**src/rtl/uart_tx.sv**
```systemverilog
// UART transmitter: accepts one word over a valid/ready handshake and shifts it out on TxD as
// start bit, data bits LSB first, optional parity bit and one or two stop bits.
// All outputs, including TxD, come straight from flops so the line never glitches.
module uart_tx #(
  parameter int unsigned CLK_FREQ   = 50_000_000,
  parameter int unsigned BAUD_RATE  = 115_200,
  parameter int unsigned DATA_WIDTH = 8,
  parameter int unsigned PARITY_EN  = 1,
  parameter int unsigned PARITY_ODD = 0,
  parameter int unsigned STOP_BITS  = 1
) (
  input  logic                  clk,
  input  logic                  reset,
  input  logic [DATA_WIDTH-1:0] tx_data,
  input  logic                  tx_valid,
  output logic                  tx_ready,
  output logic                  TxD,
  output logic                  tx_busy,
  output logic                  tx_done
);

  localparam int unsigned ClksPerBit = CLK_FREQ / BAUD_RATE;
  localparam int unsigned CntW       = $clog2(ClksPerBit);
  localparam int unsigned IdxW       = $clog2(DATA_WIDTH) + 1;

  localparam logic [CntW-1:0] CntLast  = CntW'(ClksPerBit - 1);
  localparam logic [IdxW-1:0] DataLast = IdxW'(DATA_WIDTH - 1);
  localparam logic [IdxW-1:0] StopLast = IdxW'(STOP_BITS - 1);

  // Reject configurations the bit timing cannot represent.
  if (ClksPerBit < 2) begin : g_bad_baud
    $error("uart_tx: CLK_FREQ / BAUD_RATE must be at least 2");
  end
  if ((STOP_BITS != 1) && (STOP_BITS != 2)) begin : g_bad_stop
    $error("uart_tx: STOP_BITS must be 1 or 2");
  end

  typedef enum logic [2:0] {
    StIdle,
    StStart,
    StData,
    StParity,
    StStop
  } state_e;

  state_e                  state_q, state_d;
  logic [CntW-1:0]         cnt_q, cnt_d;       // clocks elapsed within the current bit
  logic [IdxW-1:0]         idx_q, idx_d;       // data bit index, reused for stop bits
  logic [DATA_WIDTH-1:0]   shift_q, shift_d;   // remaining data, next bit in [0]
  logic                    parity_q, parity_d;
  logic                    txd_q, txd_d;
  logic                    ready_q, ready_d;
  logic                    busy_q, busy_d;
  logic                    done_q, done_d;
  logic                    bit_end;

  assign bit_end  = (cnt_q == CntLast);

  assign TxD      = txd_q;
  assign tx_ready = ready_q;
  assign tx_busy  = busy_q;
  assign tx_done  = done_q;

  // Next-state and next-output logic; outputs are computed one cycle ahead so they register.
  always_comb begin
    state_d  = state_q;
    cnt_d    = cnt_q;
    idx_d    = idx_q;
    shift_d  = shift_q;
    parity_d = parity_q;
    txd_d    = txd_q;
    ready_d  = ready_q;
    busy_d   = busy_q;
    done_d   = 1'b0;

    case (state_q)
      StIdle: begin
        txd_d   = 1'b1;
        ready_d = 1'b1;
        busy_d  = 1'b0;
        cnt_d   = '0;
        idx_d   = '0;
        // ready_q is always high in this state, so tx_valid alone completes the handshake.
        if (tx_valid) begin
          shift_d  = tx_data;
          parity_d = (^tx_data) ^ (PARITY_ODD != 0);
          state_d  = StStart;
          txd_d    = 1'b0;
          ready_d  = 1'b0;
          busy_d   = 1'b1;
        end
      end

      StStart: begin
        if (bit_end) begin
          cnt_d   = '0;
          state_d = StData;
          txd_d   = shift_q[0];
        end else begin
          cnt_d = cnt_q + CntW'(1);
        end
      end

      StData: begin
        if (bit_end) begin
          cnt_d = '0;
          if (idx_q == DataLast) begin
            idx_d = '0;
            if (PARITY_EN != 0) begin
              state_d = StParity;
              txd_d   = parity_q;
            end else begin
              state_d = StStop;
              txd_d   = 1'b1;
            end
          end else begin
            idx_d   = idx_q + IdxW'(1);
            shift_d = shift_q >> 1;
            txd_d   = shift_d[0];
          end
        end else begin
          cnt_d = cnt_q + CntW'(1);
        end
      end

      StParity: begin
        if (bit_end) begin
          cnt_d   = '0;
          state_d = StStop;
          txd_d   = 1'b1;
        end else begin
          cnt_d = cnt_q + CntW'(1);
        end
      end

      StStop: begin
        if (bit_end) begin
          cnt_d = '0;
          if (idx_q == StopLast) begin
            // Back in idle next cycle; that cycle carries the done pulse and can accept again.
            idx_d   = '0;
            state_d = StIdle;
            txd_d   = 1'b1;
            ready_d = 1'b1;
            busy_d  = 1'b0;
            done_d  = 1'b1;
          end else begin
            idx_d = idx_q + IdxW'(1);
          end
        end else begin
          cnt_d = cnt_q + CntW'(1);
        end
      end

      default: begin
        state_d = StIdle;
        txd_d   = 1'b1;
        ready_d = 1'b1;
        busy_d  = 1'b0;
        cnt_d   = '0;
        idx_d   = '0;
      end
    endcase
  end

  // State and output registers with synchronous reset; reset mid-frame returns the line to idle.
  always_ff @(posedge clk) begin
    if (reset) begin
      state_q  <= StIdle;
      cnt_q    <= '0;
      idx_q    <= '0;
      shift_q  <= '0;
      parity_q <= 1'b0;
      txd_q    <= 1'b1;
      ready_q  <= 1'b1;
      busy_q   <= 1'b0;
      done_q   <= 1'b0;
    end else begin
      state_q  <= state_d;
      cnt_q    <= cnt_d;
      idx_q    <= idx_d;
      shift_q  <= shift_d;
      parity_q <= parity_d;
      txd_q    <= txd_d;
      ready_q  <= ready_d;
      busy_q   <= busy_d;
      done_q   <= done_d;
    end
  end

endmodule

```
**config.mk**
```make
export PLATFORM = sky130hd
export DESIGN_NAME = uart_tx
export DESIGN_NICKNAME = d
export VERILOG_FILES = /design/src/rtl/uart_tx.sv
export SDC_FILE = /design/constraint.sdc
export NUM_CORES = 1
export LEC_CHECK = 0
export BUFFER_PORTS_ARGS = -buffer_cell sky130_fd_sc_hd__buf_2
export CAP_MARGIN = 15
export CORE_MARGIN = 1
export CORE_UTILIZATION = 50
export DETAILED_ROUTE_END_ITERATION = 12
export PLACE_DENSITY_LB_ADDON = 0.1
export REMOVE_ABC_BUFFERS = 1
export SETUP_SLACK_MARGIN = 0.02
export SYNTH_ARGS = -nofsm -noshare
export SYNTH_HDL_FRONTEND = slang
export SYNTH_SLANG_ARGS = --single-unit
export TNS_END_PERCENT = 50
```
**constraint.sdc**
```tcl
create_clock -name clk -period 3.3 [get_ports clk]
set_clock_uncertainty 0.05 [all_clocks]
set_input_delay 0.66 -clock clk [delete_from_list [all_inputs] [get_ports clk]]
set_output_delay 0.66 -clock clk [all_outputs]
set_load 0.02 [all_outputs]
```
==> out/qor.yml <==
clkSinkCount: 29
placement.io_buffers: 14
finalWorstPathRequiredPeriod_ns: 2.10
timing.final.setup_violations: 0
peakVddDrop_uv: 268
crit_slowest_cell: "sky130_fd_sc_hd__o21ai_1"
gpl.final_weighted_congestion: 0.847
buffers_from_clock_root_to_sink_at_most: 2
fp-row-count: 20
crit_start: "cnt_q[0]"
power_density_nw_per_um2: 386
number_of_diodes_added_for_antenna_fixing: 0
synth.cell_area_sq_um: 1590
fin_setup_tns_ns: 0
critical-path-max-stage-delay_ns: 0.79
final_critical_path_setup_slack_ns: 1.20
critical_path.startpoint_type: "flip-flop"
syn_inst: 178
floorplan.die.height_um: 58.4
worstPathMaxFanout: 15
detailedPlace.worstSlack_ns: 1.19
leakagePower_nw: 0.663
drt-vias-per-instance: 5.71
synth_seq_cells: 29
worst_slew_margin_rel: 0.349
wire_per_inst_um: 13.7
grt_pass1_wl_um: 5510
worst_setup_hold_path_clk_slew_ns: 0.10
die-area_sq_um: 3410
min_period_over_period: 0.637
place_area_sq_um: 1660
drt_pre_antenna_iters: 4
drc: 0
critical_path.cell_chain: "ha_1 > nand4b_1 > o21ai_1 > a21oi_1 > a311oi_1"
antenna_viol_nets_final: 0
required_ns: 3.49
worstReg2RegStart: "cnt_q[0]"
via_count: 1335
placeable_core_region_sq_um: 3030
flip_flop_cell_with_the_highest_count_after_synthesis: "sky130_fd_sc_hd__dfxtp_1"
dp_hpwl_um: 2290
synth_area_per_cell_sq_um: 8.93
drive_above_1_share: 0.163
grt_start_max_net_pins: 24
grt_antenna_before_repair: 0
min_path_type: "flip-flop to flip-flop"
ys_types: 44
fin_total_pwr_mw: 0.663
area.growth.synth_to_final_pct: 7.95
grt_overflow_total: 0
clock_tree_from_tritoncts: "yes"
tightestPinTransition_ns: 0.970
floorplan.io_pins: 15
drv_cap: 0
cts_resized: 0
drt-total-wl_um: 3200
grt_use_total: 0.212
timing.critical_path.arrival_ns: 2.29
finalHoldViolCount: 0
drt_iter0_drc: 58
cts_setup_buffers: 0
clock_tree.root_cell: "sky130_fd_sc_hd__clkbuf_4"
critical_path.endpoint_type: "flip-flop"
grt_pass1_vias: 1213
holdBufCountCts: 0
fmaxAchievable_mhz: 476
synth_enable_flop_cells: 0
synth_seq_area_share: 0.365
yosys_warnings: 0
slew_violations: 0
finish.net_count: 204
initial_core_util: 0.525
cts_made_buffers: 5
filler_cell_count_in_the_final_layout: 286
later_pin_clock_latency_in_the_skew_report_ns: 0.33
worstSetupPathType: "flip-flop to flip-flop"
ctsHtreeMaxLevel: 2
status: "completed"
timing.hold.worst.start: "cnt_q[0]"
grt_setup_unrepaired: "false"
final_design_area_no_fill_sq_um: 1720
chipWidth_um: 58.4
synth_async_sr_flop_share: 0
worst paths after layout:
| path | slack [ns] | to | cells past startpoint |
|---|---|---|---|
| max | 1.20 | shift_q[5] | 5 |
| min reg2reg | 0.42 | cnt_q[0] | 1 |
| max reg2reg | 1.20 | shift_q[5] | 5 |
| min | 0.42 | cnt_q[0] | 1 |
critical path: cells and delay by family, from the launching register on:
family,cells,cell delay [ns]
AND/OR/NAND/NOR,1,0.15
adder cells (fa/ha/maj),1,0.18
AO/OA/AOI/OAI,3,1.25
flip-flops,1,0.38
cell type report:
type / count / area [sq um] / area share
Timing Repair Buffer: 14 / 70.1 / 0.0408
Inverter: 8 / 30.0 / 0.0175
Tap cell: 44 / 55.1 / 0.0321
Sequential cell: 29 / 581 / 0.338
Multi-Input combinational cell: 131 / 926 / 0.539
Clock inverter: 3 / 17.5 / 0.0102
Clock buffer: 5 / 37.5 / 0.0219
logic make-up after synthesis:
logic type | after synthesis | synth area share
compound gates | 48 | 0.205
xor+xnor | 15 | 0.0826
fa+ha+maj | 4 | 0.0315
buf+inv | 18 | 0.0527
flops | 29 | 0.365
mux | 7 | 0.0441
simple gates | 57 | 0.219
synth_stat cells (2+ instances only):
library cell	n	area, sq um
sky130_fd_sc_hd__or3b_2	2	17.5
sky130_fd_sc_hd__a211oi_1	4	30.0
sky130_fd_sc_hd__nand2_1	4	15.0
sky130_fd_sc_hd__nor3_1	2	10.0
sky130_fd_sc_hd__o21ai_0	5	25.0
sky130_fd_sc_hd__nor3b_1	2	15.0
sky130_fd_sc_hd__buf_2	4	20.0
sky130_fd_sc_hd__inv_1	8	30.0
sky130_fd_sc_hd__clkbuf_1	4	15.0
sky130_fd_sc_hd__a311oi_1	7	61.3
sky130_fd_sc_hd__a22o_1	2	17.5
sky130_fd_sc_hd__nor2_1	16	60.1
sky130_fd_sc_hd__a21bo_2	2	20.0
sky130_fd_sc_hd__mux2i_1	7	70.1
sky130_fd_sc_hd__nand4_1	7	43.8
sky130_fd_sc_hd__and3_1	3	18.8
sky130_fd_sc_hd__o22ai_1	3	18.8
sky130_fd_sc_hd__nand3_1	4	20.0
sky130_fd_sc_hd__dfxtp_1	29	581
sky130_fd_sc_hd__xor2_1	2	17.5
sky130_fd_sc_hd__nor2b_1	2	12.5
sky130_fd_sc_hd__nand3b_1	2	15.0
sky130_fd_sc_hd__xnor2_1	13	114
sky130_fd_sc_hd__a21oi_1	15	75.1
sky130_fd_sc_hd__and4b_1	2	20.0
sky130_fd_sc_hd__ha_1	4	50.1
sky130_fd_sc_hd__o21bai_1	3	22.5
sky130_fd_sc_hd__nand2b_1	4	25.0
through the flow:
step	cells	util	hold WS, ns
6_report	234	0.567	0.418
5_1_grt	234	0.567	0.442
3_3_place_gp	226	0.549	0.398
2_1_floorplan	168	-	0.379
4_1_cts	234	0.567	0.426
3_5_place_dp	226	0.549	0.403
report_power, final:
part           switching, mW  internal, mW
Sequential            0.0120         0.365
Clock                  0.128        0.0802
Combinational         0.0410        0.0368
layer usage:
layer / track usage / share of wire / vias to the layer above
met5: 0 / 0 / -
met4: 0.0816 / 0.013 / 0
met3: 0.0637 / 0.050 / 6
met2: 0.309 / 0.45 / 30
met1: 0.295 / 0.49 / 621
li1: - / - / 678
flip-flops by register name, indices dropped and copies added (netlist names):
register  cells
tx_ready      1
tx_busy       1
tx_done       1
TxD           1
parity_q      1
cnt_q         9
state_q       3
idx_q         4
shift_q       8
layout by cell type, fill, tap and decap left out, drive strengths merged, types with 4 or more instances in the layout:
master,count
buf,14
nand3,4
inv,8
nand4,7
xnor2,13
o21ai,6
nand2b,4
ha,4
a311oi,7
mux2i,7
a211oi,4
nand2,4
a21oi,15
nor2,16
clkbuf,5
dfxtp,29
Note: power is estimated with default switching activity, not from simulation.
